## src/rtl/ibex_pkg.sv

```systemverilog
// -----------------------------------------------------------------------------
// ibex_pkg
// Shared types for the EX-to-writeback result buffer.
//   ex_src_e      : which execution unit produced a result
//   ex_wb_entry_t : one buffered result (data, destination, write-enable, source)
//   rdWrites()    : a result only writes the register file when rd is not x0
// -----------------------------------------------------------------------------
package ibex_pkg;

   typedef enum logic [1:0] {
      EX_SRC_ALU     = 2'd0,
      EX_SRC_MULTDIV = 2'd1,
      EX_SRC_IPM     = 2'd2
   } ex_src_e;

   typedef struct packed {
      logic [31:0] result;
      logic [4:0]  rd;
      logic        rf_we;
      ex_src_e     src;
   } ex_wb_entry_t;

   // x0 is hardwired to zero, so a write aimed at it is dropped at capture time
   function automatic logic rdWrites(input logic [4:0] rd, input logic we);
      return we & (rd != 5'd0);
   endfunction

endpackage

```

## src/rtl/ibex_ex_wb_fwd_match.sv

```systemverilog
// -----------------------------------------------------------------------------
// ibex_ex_wb_fwd_match
// Finds the youngest buffered result that writes the register one ID-stage
// operand is reading, so ID can use it before it reaches the register file.
//   head_idx_i    : storage index of the oldest entry
//   entry_valid_i : per-entry "valid and writes the register file"
//   entry_rd_i    : per-entry destination register, 5 bits each
//   entry_data_i  : per-entry result, 32 bits each
//   rs_addr_i     : operand register address
//   hit_o/data_o  : match flag and forwarded data (zero on no match)
// -----------------------------------------------------------------------------
module ibex_ex_wb_fwd_match #(
   parameter int unsigned Depth = 2
) (
   input  logic [$clog2(Depth)-1:0] head_idx_i,
   input  logic [Depth-1:0]         entry_valid_i,
   input  logic [Depth*5-1:0]       entry_rd_i,
   input  logic [Depth*32-1:0]      entry_data_i,
   input  logic [4:0]               rs_addr_i,
   output logic                     hit_o,
   output logic [31:0]              data_o
);

   localparam int unsigned IdxW = $clog2(Depth);

   logic [IdxW-1:0] scanIdx;

   // Valid entries are contiguous starting at the head, so scanning from the
   // oldest to the youngest and letting each later match overwrite the earlier
   // one leaves the youngest match on the outputs. x0 is never forwarded.
   always_comb begin
      hit_o   = 1'b0;
      data_o  = 32'd0;
      scanIdx = head_idx_i;
      for (int i = 0; i < int'(Depth); i++) begin
         scanIdx = head_idx_i + IdxW'(i);
         if ((rs_addr_i != 5'd0) && entry_valid_i[scanIdx] &&
             (entry_rd_i[32'(scanIdx)*5 +: 5] == rs_addr_i)) begin
            hit_o  = 1'b1;
            data_o = entry_data_i[32'(scanIdx)*32 +: 32];
         end
      end
   end

endmodule

```

## src/rtl/ibex_ex_wb_buffer.sv

```systemverilog
// -----------------------------------------------------------------------------
// ibex_ex_wb_buffer
// Small FIFO between EX completion and the register-file writeback port, with
// optional forwarding of not-yet-written results to the ID operand muxes.
//
// Ports:
//   clk_i, rst_ni            : clock, asynchronous active-low reset
//   ex_valid_i / ex_ready_o  : push handshake (ex_ready_o is registered)
//   ex_result_i, ex_rd_addr_i, ex_rf_we_i, ex_src_i : pushed entry fields
//   flush_i                  : drop every buffered entry
//   wb_valid_o / wb_ready_i  : pop handshake for the head entry
//   wb_result_o, wb_rd_addr_o, wb_rf_we_o, wb_src_o : head entry fields
//   fwd_rs_addr_i            : {rs2, rs1} operand addresses
//   fwd_hit_o, fwd_data_o    : per-operand forwarding hit / data
//                              (bit 0 and bits [31:0] belong to rs1)
//
// Configuration macro: IBEX_EX_WB_FWD_EN builds the forwarding match logic;
// without it the forwarding outputs are tied to zero.
// Depth must be 2 or 4.
// -----------------------------------------------------------------------------
module ibex_ex_wb_buffer
   import ibex_pkg::*;
#(
   parameter int unsigned Depth = 2
) (
   input  logic        clk_i,
   input  logic        rst_ni,
   input  logic        ex_valid_i,
   output logic        ex_ready_o,
   input  logic [31:0] ex_result_i,
   input  logic [4:0]  ex_rd_addr_i,
   input  logic        ex_rf_we_i,
   input  logic [1:0]  ex_src_i,
   input  logic        flush_i,
   output logic        wb_valid_o,
   input  logic        wb_ready_i,
   output logic [31:0] wb_result_o,
   output logic [4:0]  wb_rd_addr_o,
   output logic        wb_rf_we_o,
   output logic [1:0]  wb_src_o,
   input  logic [9:0]  fwd_rs_addr_i,
   output logic [1:0]  fwd_hit_o,
   output logic [63:0] fwd_data_o
);

   localparam int unsigned IdxW = $clog2(Depth);
   localparam int unsigned PtrW = IdxW + 1;

   ex_wb_entry_t    entries_q [Depth];
   logic [Depth-1:0] valid_q;
   logic [PtrW-1:0] wrPtr_q, wrPtr_d;
   logic [PtrW-1:0] rdPtr_q, rdPtr_d;
   logic            exReady_q, exReady_d;
   logic            push, pop, fullNext;
   logic [IdxW-1:0] wrIdx, rdIdx;
   ex_wb_entry_t    newEntry, headEntry;

   assign wrIdx     = wrPtr_q[IdxW-1:0];
   assign rdIdx     = rdPtr_q[IdxW-1:0];
   assign headEntry = entries_q[rdIdx];

   assign push = ex_valid_i & exReady_q;
   assign pop  = wb_valid_o & wb_ready_i;

   assign newEntry.result = ex_result_i;
   assign newEntry.rd     = ex_rd_addr_i;
   assign newEntry.rf_we  = rdWrites(ex_rd_addr_i, ex_rf_we_i);
   assign newEntry.src    = ex_src_e'(ex_src_i);

   // Next pointer values. The extra MSB on each pointer flips on wrap, which
   // is what separates "full" (low bits equal, MSBs differ) from "empty"
   // (pointers identical). Ready is derived from the next pointers so it can
   // be registered; a pop while full therefore only reopens ready one cycle
   // later, and wb_ready_i never reaches ex_ready_o combinationally.
   always_comb begin
      wrPtr_d = wrPtr_q;
      rdPtr_d = rdPtr_q;
      if (flush_i) begin
         wrPtr_d = '0;
         rdPtr_d = '0;
      end else begin
         if (push) wrPtr_d = wrPtr_q + PtrW'(1);
         if (pop)  rdPtr_d = rdPtr_q + PtrW'(1);
      end
      fullNext  = (wrPtr_d[IdxW-1:0] == rdPtr_d[IdxW-1:0]) &&
                  (wrPtr_d[IdxW] != rdPtr_d[IdxW]);
      exReady_d = ~fullNext;
   end

   // Pointer and ready registers. Reset leaves the buffer empty and ready.
   always_ff @(posedge clk_i or negedge rst_ni) begin
      if (!rst_ni) begin
         wrPtr_q   <= '0;
         rdPtr_q   <= '0;
         exReady_q <= 1'b1;
      end else begin
         wrPtr_q   <= wrPtr_d;
         rdPtr_q   <= rdPtr_d;
         exReady_q <= exReady_d;
      end
   end

   // Per-entry valid bits. Push and pop never address the same slot in one
   // cycle: that would need the buffer to be both full (no push allowed)
   // and empty (nothing to pop). Flush wins over both.
   always_ff @(posedge clk_i or negedge rst_ni) begin
      if (!rst_ni) begin
         valid_q <= '0;
      end else if (flush_i) begin
         valid_q <= '0;
      end else begin
         if (push) valid_q[wrIdx] <= 1'b1;
         if (pop)  valid_q[rdIdx] <= 1'b0;
      end
   end

   // Entry storage. Only reset clears the payload; a flush just invalidates,
   // and the stale head contents are hidden behind wb_valid_o=0.
   always_ff @(posedge clk_i or negedge rst_ni) begin
      if (!rst_ni) begin
         for (int i = 0; i < int'(Depth); i++) begin
            entries_q[i] <= '0;
         end
      end else if (push && !flush_i) begin
         entries_q[wrIdx] <= newEntry;
      end
   end

   assign ex_ready_o   = exReady_q;
   assign wb_valid_o   = valid_q[rdIdx];
   assign wb_result_o  = headEntry.result;
   assign wb_rd_addr_o = headEntry.rd;
   assign wb_rf_we_o   = headEntry.rf_we;
   assign wb_src_o     = headEntry.src;

`ifdef IBEX_EX_WB_FWD_EN
   logic [Depth-1:0]    fwdValid;
   logic [Depth*5-1:0]  fwdRd;
   logic [Depth*32-1:0] fwdData;

   // Flatten storage for the matchers. An entry is a forwarding candidate
   // only when it is valid and actually writes the register file; the head
   // stays a candidate in the cycle it is popped because valid_q is a
   // register.
   always_comb begin
      fwdValid = '0;
      fwdRd    = '0;
      fwdData  = '0;
      for (int i = 0; i < int'(Depth); i++) begin
         fwdValid[i]        = valid_q[i] & entries_q[i].rf_we;
         fwdRd[i*5 +: 5]    = entries_q[i].rd;
         fwdData[i*32 +: 32] = entries_q[i].result;
      end
   end

   ibex_ex_wb_fwd_match #(.Depth(Depth)) u_fwd_rs1 (
      .head_idx_i    (rdIdx),
      .entry_valid_i (fwdValid),
      .entry_rd_i    (fwdRd),
      .entry_data_i  (fwdData),
      .rs_addr_i     (fwd_rs_addr_i[4:0]),
      .hit_o         (fwd_hit_o[0]),
      .data_o        (fwd_data_o[31:0])
   );

   ibex_ex_wb_fwd_match #(.Depth(Depth)) u_fwd_rs2 (
      .head_idx_i    (rdIdx),
      .entry_valid_i (fwdValid),
      .entry_rd_i    (fwdRd),
      .entry_data_i  (fwdData),
      .rs_addr_i     (fwd_rs_addr_i[9:5]),
      .hit_o         (fwd_hit_o[1]),
      .data_o        (fwd_data_o[63:32])
   );
`else
   // Forwarding is not built; the ports stay so the parent is unchanged.
   logic [9:0] unused_fwd_rs_addr;
   assign unused_fwd_rs_addr = fwd_rs_addr_i;
   assign fwd_hit_o          = 2'b00;
   assign fwd_data_o         = 64'd0;
`endif

endmodule

```

## config.mk

```make
export PLATFORM = sky130hd
export DESIGN_NAME = ibex_ex_wb_buffer
export DESIGN_NICKNAME = d
export VERILOG_FILES = /design/src/rtl/ibex_pkg.sv /design/src/rtl/ibex_ex_wb_fwd_match.sv /design/src/rtl/ibex_ex_wb_buffer.sv
export SDC_FILE = /design/constraint.sdc
export NUM_CORES = 1
export LEC_CHECK = 0
export ABC_AREA = 1
export BUFFER_PORTS_ARGS = -buffer_cell sky130_fd_sc_hd__buf_2
export CAP_MARGIN = 20
export CORE_MARGIN = 3
export CORE_UTILIZATION = 38
export DETAILED_ROUTE_END_ITERATION = 10
export HOLD_SLACK_MARGIN = 0.02
export PLACE_DENSITY_LB_ADDON = 0.25
export SETUP_SLACK_MARGIN = 0.15
export SYNTH_ARGS = -nofsm -noshare
export SYNTH_HDL_FRONTEND = slang
export SYNTH_SLANG_ARGS = --single-unit
```

## constraint.sdc

```tcl
create_clock -name clk_i -period 1.2 [get_ports clk_i]
set_input_delay 0.18 -clock clk_i [delete_from_list [all_inputs] [get_ports clk_i]]
set_output_delay 0.18 -clock clk_i [all_outputs]
set_load 0.05 [all_outputs]
```

Word level (Yosys, flattened, before mapping)
Cells that the tools add are included.
{"block": "classes", "n_addsub": 2, "magnitude_cmp": 7, "eq_ne": 2, "mux": 20, "bitwise": 9, "reduce_logical": 7}
{"op": "$mux W40", "count": 4}
{"op": "$bwmux W80", "count": 1}
{"op": "$demux W40 S1", "count": 1}
{"op": "$mux W2", "count": 8}
{"op": "$logic_and A1 B1 Y1", "count": 5}
{"op": "$reduce_bool A5 Y1", "count": 1}
{"op": "$add A2 B1 Y2 const B", "count": 2}
{"op": "$ge A2 B2 Y1 const B", "count": 2}
{"op": "$lt A1 B2 Y1 const B", "count": 2}
{"op": "$mux W1", "count": 4}
{"op": "$not A1 Y2", "count": 2}
{"op": "$and A1 B1 Y1", "count": 3}
{"op": "$and A2 B2 Y2", "count": 1}
{"op": "$demux W1 S1", "count": 2}
{"op": "$ge A1 B1 Y1 const B", "count": 2}
{"op": "$lt A2 B1 Y1 const B", "count": 1}
{"op": "$not A2 Y2", "count": 1}
{"op": "$or A2 B2 Y2", "count": 1}
{"op": "$eq A1 B1 Y1", "count": 1}
{"op": "$logic_not A1 Y1", "count": 1}
{"op": "$ne A1 B1 Y1", "count": 1}
{"op": "$not A1 Y1", "count": 1}
{"block": "word_totals", "reg_bits": 87}

Longest topological paths before layout
Gate-level depths: netlist of the first run.
{"block": "logic_depth", "ltp_word": 10, "ltp_mapped": 8, "ltp_nobuf": 7}

Worst setup path after synthesis of the first run
No wires, ideal clock.
{"block": "synth_path", "path_type": "reg2out", "startpoint": "register rdPtr_q[0]", "endpoint": "output wb_valid_o", "arrival_time_ns": 1.593, "t_required_ns": 1.020, "setup_slack_ns": -0.573, "path_stages_with_launch": 4, "n_path_buf": 1, "path_cell_list": "dfrtp_1 buf_4 inv_2 o21ai_0"}
{"block": "synth_between", "elab_chain_cells": 2}
{"item": "start: declaration", "line_no": "ibex_ex_wb_buffer.sv:52", "text": "logic [PtrW-1:0] rdPtr_q, rdPtr_d;"}
{"item": "start signal: assignment", "line_no": "ibex_ex_wb_buffer.sv:98", "text": "rdPtr_q <= rdPtr_d;"}
{"item": "$mux W1 (implied by the code) (2 in series)", "line_no": "ibex_ex_wb_buffer.sv:130", "text": "assign wb_valid_o = valid_q[rdIdx];"}
{"item": "end: declaration", "line_no": "ibex_ex_wb_buffer.sv:35", "text": "output logic wb_valid_o,"}
Every way passes these cells. The select of a mux whose other input is x is not followed.

Final worst setup path of the first run
{"block": "layout_path", "startpoint": "register rdPtr_q[0]", "endpoint": "output wb_result_o[1]"}
{"block": "layout_between", "elab_chain_cells": 4}
{"item": "$not A1 Y2 (implied by the code)", "line_no": "ibex_ex_wb_buffer.sv:60", "text": "assign headEntry = entries_q[rdIdx];"}
{"item": "$mux W40 (implied by the code) (3 in series)", "line_no": "ibex_ex_wb_buffer.sv:60"}
{"item": "end: declaration", "line_no": "ibex_ex_wb_buffer.sv:37", "text": "output logic [31:0] wb_result_o,"}
Every way passes these cells. The select of a mux whose other input is x is not followed.

==> results.sh, run 1 <==
export IMPL_max_freq_ghz=0.617
export IMPL_yosys_top_cells_count="221 x nand2_1, 86 x dfrtp_1, 67 x buf_4"
export IMPL_rows=39
export IMPL_critPathKind="flop to output pin"
export IMPL_detail_route_antenna_nets=0
export IMPL_syn_inst=547
export IMPL_seqCellArea_mm2=0.00218
export IMPL_max_cap_viol_count=0
export IMPL_clk_pin_slew_worst_paths_ns=0.06
export IMPL_multi_input_area_mm2=0.00348
export IMPL_die_area_mm2=0.0132
export IMPL_drive_gt1_frac=0.625
export IMPL_cp_required_ns=1.02
export IMPL_final_area_mm2=0.00833
export IMPL_cts_sinks=87
export IMPL_grt_pass1_wl_mm=18.0
export IMPL_clk_path_buf_depth=2
export IMPL_avgViaCountPerCell=4.71
export IMPL_yosysSeqAreaShare=0.483
export IMPL_critPathArrivalTime_ns=1.44
export IMPL_final_max_slew_viol_count=0
export IMPL_setup_violations=128
export IMPL_grt_pass1_vias=3674
export IMPL_synth_edf_count=0
export IMPL_dpl_hpwl_mm=7.23
export IMPL_yosysTopAreaCell="dfrtp_1"
export IMPL_cts_buffers=9
export IMPL_die_y_um=115
export IMPL_violations="negative setup slack"
export IMPL_critPathCaptureType="output pin"
export IMPL_synth_warnings=0
export IMPL_dieWidth_um=115
export IMPL_drtPass1Iterations=4
export IMPL_overflow=0
export IMPL_cts_tree="yes"
export IMPL_track_usage=0.172
export IMPL_initial_core_util=0.392
export IMPL_routedWlPerCell_um=16.7
export IMPL_hold_class="input port to flop"
export IMPL_syn_avg_cell_area_um2=8.25
export IMPL_fin_ws_ns=-0.421
export IMPL_cp_max_fo=9
export IMPL_yosys_top_cells_area="dfrtp_1 48%, nand2_1 18%, buf_4 11%, o21ai_2 7.6%, o21ai_0 4.1%"
export IMPL_max_vdd_ir_drop_uv=1040
export IMPL_period_needed_ns=1.62
export IMPL_routabilityCongestion=0.785
export IMPL_yosysMostFrequentCell="nand2_1"
export IMPL_syn_area_mm2=0.00451
export IMPL_crit_path_start_kind="flop"
export IMPL_antenna_found_initial=0
export IMPL_grt_max_degree=60
export IMPL_coreArea_mm2=0.0115
export IMPL_antenna_cells=0
export IMPL_port_buffers=86
export IMPL_io_pins=163
export IMPL_drc=0
export IMPL_synth_ff_type="dfrtp_1"
export IMPL_drt_initial_drc_count=127
export IMPL_vias=3912
export IMPL_root_buffer="clkbuf_16"
export IMPL_placed_area_mm2=0.00619
export IMPL_ys_types=21
export IMPL_fin_nets=738
export IMPL_hold_viol=0
export IMPL_ys_ff_latch=87
export IMPL_synth_top_cell_area_share=0.477
export IMPL_power_density_mw_per_mm2=1690
export IMPL_leakagePower_nw=4.02
export IMPL_async_reset_ff_frac=1.00
export IMPL_synthToLayoutAreaGrowth_pct=84.5
export IMPL_rsz0062_at_grt="yes"
export IMPL_skew_ns=0.00388
export IMPL_clock_latency_ns=0.33
export IMPL_final_period_utilization=1.35
export IMPL_finalWirelength_mm=13.9
export IMPL_fillers=780
export IMPL_htreeDepth=3
export IMPL_outcome="finished with violations"
export IMPL_power_mw=14.1
==> cells by family (layout without fill, tap and decap cells) <==
| family | count (synthesis) | after routing | share of synthesized area |
|---|---|---|---|
| buffers and inverters | 140 | 216 | 0.187 |
| AO/OA/AOI/OAI | 84 | 84 | 0.126 |
| AND/OR/NAND/NOR | 235 | 235 | 0.204 |
| other | 1 | 66 | 0.000831 |
| flip-flops | 87 | 87 | 0.483 |
==> path summary, 6_finish.rpt <==
kind | depth (start not counted) | to | slack (ns) | startpoint
max | 5 | wb_result_o[1] | -0.42 | rdPtr_q[0]$_DFF_PN0_
min | 3 | entries_q[24]$_DFFE_PN0P_ | 0.1 | ex_result_i[16]
max reg2reg | 7 | entries_q[67]$_DFFE_PN0P_ | -0.41 | ex_ready_o$_DFF_PN1_
min reg2reg | 2 | entries_q[22]$_DFFE_PN0P_ | 0.49 | entries_q[22]$_DFFE_PN0P_
max in group asynchronous | 3 | entries_q[66]$_DFFE_PN0P_ | 0.51 | rst_ni
min in group asynchronous | 3 | entries_q[4]$_DFFE_PN0P_ | 0.34 | rst_ni
==> cell usage in the layout, fill, tap and decap left out, drive strengths merged <==
cell type,instances
nand2,222
buf,141
dfrtp,86
o21ai,82
conb,66
inv,48
clkbuf,23
nand3,9
nand4,2
nor2,2
clkinv,2
a21boi,1
a21oi,1
clkinvlp,1
dfstp,1
dlygate4sd3,1
==> cell type report <==
type,count,area share
inverter,48,0.0225
multi-input combinational,385,0.418
timing repair buffer,151,0.239
clock buffer,14,0.0341
tap,143,0.0215
sequential,87,0.262
clock inverter,2,0.00150
timing repair inverter,1,0.00105
==> flip-flops by register name, indices dropped and copies added (netlist names) <==
name	count
entries_q	80
valid_q	2
wrPtr_q	2
ex_ready_o	1
rdPtr_q	2
==> timing repair <==
| action | 4_1_cts | 5_1_grt |
|---|---|---|
| hold buffers | 1 | 0 |
| gates resized for setup | 185 | 157 |
| gates cloned | 6 | 14 |
| setup buffers | 9 | 9 |
| endpoints found under the hold margin | 87 | 0 |
| pin swaps | 2 | 8 |
| endpoints found under the setup margin | 128 | 129 |
==> stage by stage <==
stage	hold slack, ns	util	setup WS, ns	std cells	TNS (ns)
after global placement	0.150	0.537	-0.158	776	-15.27
final	0.0989	0.723	-0.421	831	-45.54
after global routing	0.106	0.723	-0.470	831	-51.49
after detailed placement	0.154	0.537	-0.176	776	-16.44
after CTS	0.0895	0.640	-0.433	808	-34.07
after floorplan	-0.116	-	-0.196	612	-11.99
==> critical path, cell delays in order, from the launching register on <==
cell	delay, ns
dfrtp_2	0.48
buf_6	0.17
buf_12	0.15
nand2_2	0.11
nand2_8	0.06
buf_8	0.14
==> routing by layer <==
| layer | global-route usage | wire length [µm] |
|---|---|---|
| met5 | 0 | 0 |
| met1 | 0.216 | 5680 |
| met2 | 0.304 | 7390 |
| met4 | 0.0587 | 248 |
| met3 | 0.0253 | 583 |
==> power breakdown <==
group | switching [mW] | internal [mW]
registers | 0.991 | 3.63
clock network | 1.14 | 1.63
logic | 3.73 | 2.97
Note: power is estimated with default switching activity, not from simulation.
==> run 2: changes to the inputs <==
--- a/config.mk
+++ b/config.mk
@@ -7,13 +7,12 @@
 export LEC_CHECK = 0
 export ABC_AREA = 1
 export BUFFER_PORTS_ARGS = -buffer_cell sky130_fd_sc_hd__buf_2
-export CAP_MARGIN = 20
+export CAP_MARGIN = 15
 export CORE_MARGIN = 3
 export CORE_UTILIZATION = 38
 export DETAILED_ROUTE_END_ITERATION = 10
 export HOLD_SLACK_MARGIN = 0.02
-export PLACE_DENSITY_LB_ADDON = 0.25
-export SETUP_SLACK_MARGIN = 0.15
+export PLACE_DENSITY = 0.69
 export SYNTH_ARGS = -nofsm -noshare
 export SYNTH_HDL_FRONTEND = slang
 export SYNTH_SLANG_ARGS = --single-unit
==> run 2 against run 1 <==
The flow still finishes with violations (negative setup slack). Critical path depth did not move. Critical endpoint is now wb_result_o[2]. Design area fell by 16%. Die area did not move.
==> results.sh, run 2 (synthesis results as in run 1) <==
export IMPL_crit_buf_inv=3
export IMPL_hold_class="input port to flop"
export IMPL_routedWlPerCell_um=14.7
export IMPL_slowest_delay_ns=0.45
export IMPL_avgViaCountPerCell=4.63
export IMPL_final_common_cell="nand2_1"
export IMPL_cts_tree="yes"
export IMPL_drtPass1Iterations=4
export IMPL_power_density_mw_per_mm2=1790
export IMPL_rsz0062_at_grt="yes"
export IMPL_max_freq_ghz=0.638
export IMPL_fin_ws_ns=-0.367
export IMPL_critPathArrivalTime_ns=1.39
export IMPL_leakagePower_nw=3.68
export IMPL_max_vdd_ir_drop_uv=1190
export IMPL_die_area_mm2=0.0132
export IMPL_clk_path_buf_depth=2
export IMPL_antenna_found_initial=0
export IMPL_clock_latency_ns=0.33
export IMPL_critPathCaptureType="output pin"
export IMPL_final_max_slew_viol_count=0
export IMPL_dp_cells=766
export IMPL_rows=39
export IMPL_power_mw=12.5
export IMPL_largest_register="entries_q"
export IMPL_clk_pin_slew_worst_paths_ns=0.07
export IMPL_drc=0
export IMPL_htreeDepth=3
export IMPL_placed_area_mm2=0.00517
export IMPL_period_needed_ns=1.57
export IMPL_outcome="finished with violations"
export IMPL_die_y_um=115
export IMPL_cp_required_ns=1.02
export IMPL_max_cap_viol_count=0
export IMPL_root_buffer="clkbuf_16"
export IMPL_io_pins=163
export IMPL_dieWidth_um=115
export IMPL_coreArea_mm2=0.0115
export IMPL_final_period_utilization=1.31
export IMPL_pre_cts_slack_ns=-0.195
export IMPL_finalWirelength_mm=11.9
export IMPL_routabilityCongestion=0.702
export IMPL_dpl_hpwl_mm=6.35
export IMPL_critPathKind="flop to output pin"
export IMPL_largest_reg_flops=80
export IMPL_setup_violations=128
export IMPL_grt_pass1_vias=3760
export IMPL_port_buffers=86
export IMPL_violations="negative setup slack"
export IMPL_hold_viol=0
export IMPL_synthToLayoutAreaGrowth_pct=54.5
export IMPL_mostFrequentLayoutCells="89 x nand2_1, 85 x dfrtp_1, 73 x nand2_4"
export IMPL_cts_buffers=9
export IMPL_grt_max_degree=48
export IMPL_antenna_cells=0
export IMPL_overflow=0
export IMPL_detail_route_antenna_nets=0
export IMPL_path_cells="buf_8, clkbuf_16, nand2_2, nand2_2, buf_8"
export IMPL_track_usage=0.180
export IMPL_drive_gt1_frac=0.492
export IMPL_drt_initial_drc_count=215
export IMPL_finalNonFillerCells=809
export IMPL_skew_ns=0.00703
export IMPL_grt_pass1_wl_mm=18.9
export IMPL_cts_sinks=87
export IMPL_crit_path_start_kind="flop"
export IMPL_cp_max_fo=5
export IMPL_fin_hold_ws_ns=0.102
export IMPL_fin_nets=716
export IMPL_crit_slowest_cell="dfrtp_2"
export IMPL_vias=3747
export IMPL_final_area_mm2=0.00697
export IMPL_initial_core_util=0.392
export IMPL_crit_family="buffers and inverters"
export IMPL_r2r_setup_slack_ns=-0.31
[run 2: layer usage]
metal,up-vias,wire (µm),global-route usage
met2,129,6240,0.314
met1,1822,4980,0.234
li1,1786,-,-
met3,10,619,0.0358
met4,0,89,0.0360
met5,-,0,0
[run 2: worst paths after layout]
| check | from | endpoint | depth (start not counted) |
|---|---|---|---|
| worst max register to register | ex_ready_o$_DFF_PN1_ | entries_q[25]$_DFFE_PN0P_ | 7 |
| worst min-delay path | ex_result_i[9] | entries_q[17]$_DFFE_PN0P_ | 3 |
| max in group asynchronous | rst_ni | rdPtr_q[0]$_DFF_PN0_ | 3 |
| worst max-delay path | rdPtr_q[0]$_DFF_PN0_ | wb_result_o[2] | 5 |
| worst min register to register | entries_q[62]$_DFFE_PN0P_ | entries_q[62]$_DFFE_PN0P_ | 2 |
| min in group asynchronous | rst_ni | entries_q[20]$_DFFE_PN0P_ | 2 |
[run 2: power by group]
group / total [mW] / internal [mW] / switching, mW
clock network: 2.80 / 1.63 / 1.17
registers: 4.34 / 3.63 / 0.714
logic: 5.36 / 2.15 / 3.21
total: 12.5 / 7.40 / 5.10
[run 2: worst register-to-register path, stage by stage, from the launching register on]
cell	delay, ns
dfstp_4	0.63
nand2_4	0.06
nor2_4	0.15
nand2_4	0.11
buf_12	0.18
buf_12	0.15
nand2_4	0.07
o21ai_4	0.06
[run 2: what timing repair did]
| action | in CTS | in global routing |
|---|---|---|
| hold buffers | 1 | 0 |
| pin swaps | 4 | 22 |
| endpoints found under the hold margin | 86 | 0 |
| resized for setup | 192 | 108 |
| gates cloned | 14 | 4 |
| setup endpoints to repair | 128 | 127 |
| setup buffers | 10 | 6 |
[run 2: cell type report]
| type | instances | area (µm²) |
|---|---|---|
| Multi-Input combinational cell | 385 | 2480 |
| Tap cell | 143 | 179 |
| Inverter | 48 | 185 |
| Clock inverter | 6 | 68.8 |
| Fill cell | 939 | 4540 |
| Sequential cell | 87 | 2180 |
| Clock buffer | 10 | 229 |
| Timing Repair Buffer | 130 | 1640 |
[run 2: stage by stage]
step | setup TNS (ns) | util
3_3_place_gp | -11.99 | 0.449
3_5_place_dp | -14.48 | 0.449
2_1_floorplan | -14.26 | -
6_report | -30.99 | 0.605
5_1_grt | -37.36 | 0.605
4_1_cts | -32.81 | 0.573
==> run 3: changes to the inputs <==
--- a/config.mk
+++ b/config.mk
@@ -8,6 +8,7 @@
 export ABC_AREA = 1
 export BUFFER_PORTS_ARGS = -buffer_cell sky130_fd_sc_hd__buf_2
 export CAP_MARGIN = 15
+export CORE_ASPECT_RATIO = 1.75
 export CORE_MARGIN = 3
 export CORE_UTILIZATION = 38
 export DETAILED_ROUTE_END_ITERATION = 10
==> run 3 against run 2 <==
The flow still finishes with violations (negative setup slack). First-iteration DRC count shrank 3.7%. Critical endpoint is now wb_result_o[22]. Largest power group unchanged. Design area down 6.4%. Sequential power shrank 4%. Setup slack worse by 0.0045 ns. Non-clock buffer count down 6. Highest routed layer unchanged. Die area increased by 0.39%. Register-to-register slack worse by 0.04 ns.
==> results.sh, run 3 (synthesis results as in run 1) <==
export IMPL_crit_slowest_cell="dfrtp_2"
export IMPL_max_cap_viol_count=0
export IMPL_cts_tree="yes"
export IMPL_synthToLayoutAreaGrowth_pct=44.6
export IMPL_cts_sinks=87
export IMPL_min_path_cells=3
export IMPL_antenna_cells=0
export IMPL_r2r_end="entries_q[5]$_DFFE_PN0P_"
export IMPL_slowest_delay_ns=0.46
export IMPL_maxUsedRoutingLayer="met4"
export IMPL_hold_viol=0
export IMPL_dpl_hpwl_mm=6.85
export IMPL_seqCellArea_mm2=0.00218
export IMPL_routedWlPerCell_um=15.1
export IMPL_max_freq_ghz=0.636
export IMPL_fin_hold_ws_ns=0.105
export IMPL_antenna_found_initial=0
export IMPL_clk_path_buf_depth=2
export IMPL_multi_input_area_mm2=0.00225
export IMPL_vias=3722
export IMPL_rows=52
export IMPL_r2r_start="ex_ready_o$_DFF_PN1_"
export IMPL_holdPathEnd="entries_q[24]$_DFFE_PN0P_"
export IMPL_avgViaCountPerCell=4.69
export IMPL_mostFrequentLayoutCells="125 x nand2_1, 85 x dfrtp_1, 66 x conb_1"
export IMPL_final_max_slew_viol_count=0
export IMPL_setup_violations=125
export IMPL_dr_wl_met3_um=471
export IMPL_power_density_mw_per_mm2=1860
export IMPL_htreeDepth=3
export IMPL_detail_route_antenna_nets=0
export IMPL_drc=0
export IMPL_r2r_setup_slack_ns=-0.35
export IMPL_finalWirelength_mm=12.0
export IMPL_violations="negative setup slack"
export IMPL_clk_pin_slew_worst_paths_ns=0.06
export IMPL_largest_register="entries_q"
export IMPL_max_vdd_ir_drop_uv=1070
export IMPL_grt_max_degree=46
export IMPL_met1_length_mm=4.60
export IMPL_cp_required_ns=1.02
export IMPL_die_y_um=150
export IMPL_routabilityCongestion=0.827
export IMPL_cts_buffers=9
export IMPL_dieWidth_um=88.4
export IMPL_finalNonFillerCells=794
export IMPL_min_from="ex_result_i[16]"
export IMPL_overflow=0
export IMPL_path_cells="clkinv_4, buf_12, nand2_2, nand2_4, buf_8"
export IMPL_grt_pass1_vias=3741
export IMPL_critPathKind="flop to output pin"
export IMPL_hold_class="input port to flop"
export IMPL_critPathCaptureType="output pin"
export IMPL_cp_max_fo=15
export IMPL_clock_latency_ns=0.33
export IMPL_reg2reg_depth=7
export IMPL_pre_cts_slack_ns=-0.169
export IMPL_root_buffer="clkbuf_16"
export IMPL_leakagePower_nw=3.37
export IMPL_crit_path_start_kind="flop"
export IMPL_period_needed_ns=1.57
export IMPL_die_area_mm2=0.0133
export IMPL_largest_reg_flops=80
export IMPL_io_pins=163
export IMPL_drive_gt1_frac=0.440
export IMPL_grt_pass1_wl_mm=18.6
export IMPL_drt_initial_drc_count=207
export IMPL_routed_wl_met2_mm=6.57
export IMPL_rsz0062_at_grt="yes"
export IMPL_fillers=966
export IMPL_initial_core_util=0.390
export IMPL_port_buffers=86
export IMPL_dp_cells=757
export IMPL_final_common_cell="nand2_1"
export IMPL_track_usage=0.182
export IMPL_final_period_utilization=1.31
export IMPL_drtPass1Iterations=4
export IMPL_coreArea_mm2=0.0116
export IMPL_skew_ns=0.00787
export IMPL_fin_ws_ns=-0.371
export IMPL_critPathArrivalTime_ns=1.39
export IMPL_outcome="finished with violations"
export IMPL_fin_nets=710
## run 3: cell count changes in the layout (fill, tap and decap cells not counted), sizes merged
cell	previous run	this run
clkinv	4	3
bufinv	1	2
inv	48	47
clkinvlp	1	0
buf	125	122
clkbuf	14	12
## run 3: what timing repair did
item	in CTS	in global routing
pin swaps	1	7
resized for setup	148	60
setup endpoints to repair	126	129
gates cloned	10	1
hold endpoints to repair	42	0
buffers inserted	12	5
hold buffers	1	0
## run 3: metal layers
metal | global-route usage | vias up
met5 | 0 | -
met4 | 0.0855 | 0
met3 | 0.0263 | 26
met2 | 0.316 | 129
met1 | 0.217 | 1787
li1 | - | 1780
## run 3: worst max path at each step
| stage | start | endpoint | slack (ns) | depth (start not counted) |
|---|---|---|---|---|
| 2_1_floorplan | rdPtr_q[0]$_DFF_PN0_ | wb_valid_o | -0.19 | 3 |
| 3_5_place_dp | ex_ready_o$_DFF_PN1_ | entries_q[34]$_DFFE_PN0P_ | -0.17 | 6 |
| 6_report | rdPtr_q[0]$_DFF_PN0_ | wb_result_o[22] | -0.37 | 5 |
| 4_1_cts | rdPtr_q[0]$_DFF_PN0_ | wb_valid_o | -0.38 | 5 |
| 5_1_grt | rdPtr_q[0]$_DFF_PN0_ | wb_result_o[2] | -0.43 | 5 |
| 3_3_place_gp | ex_ready_o$_DFF_PN1_ | entries_q[27]$_DFFE_PN0P_ | -0.15 | 6 |
## run 3: metrics by stage
| step | utilization | setup TNS, ns | power, mW | cell area [µm²] |
|---|---|---|---|---|
| 3_5_place_dp | 0.444 | -14.21 | 8.01 | 5140 |
| 6_report | 0.563 | -31.36 | 12.1 | 6530 |
| 3_3_place_gp | 0.444 | -12.41 | 7.89 | 5140 |
| 5_1_grt | 0.563 | -38.65 | 12.7 | 6530 |
| 4_1_cts | 0.547 | -34.29 | 11.9 | 6340 |
| 2_1_floorplan | - | -14.26 | 7.37 | 5040 |
## run 3: critical path: cells and delay by family (launching register included)
family,cells,cell delay [ns]
AND/OR/NAND/NOR,2,0.16
buffers and inverters,3,0.43
flip-flops,1,0.46
## run 3: cell type report
type,instances,share of cell area
Multi-Input combinational cell,385,0.344
Sequential cell,87,0.335
Timing Repair Buffer,124,0.219
Clock buffer,11,0.0372
Inverter,48,0.0284
Tap cell,135,0.0259
Clock inverter,4,0.0107
## run 3: report_power, final
| group | switching (mW) | total [mW] | leakage [nW] | internal, mW |
|---|---|---|---|---|
| Sequential | 0.549 | 4.18 | 1.09 | 3.63 |
| Combinational | 3.15 | 4.99 | 2.12 | 1.84 |
| Clock | 1.09 | 2.95 | 0.155 | 1.86 |
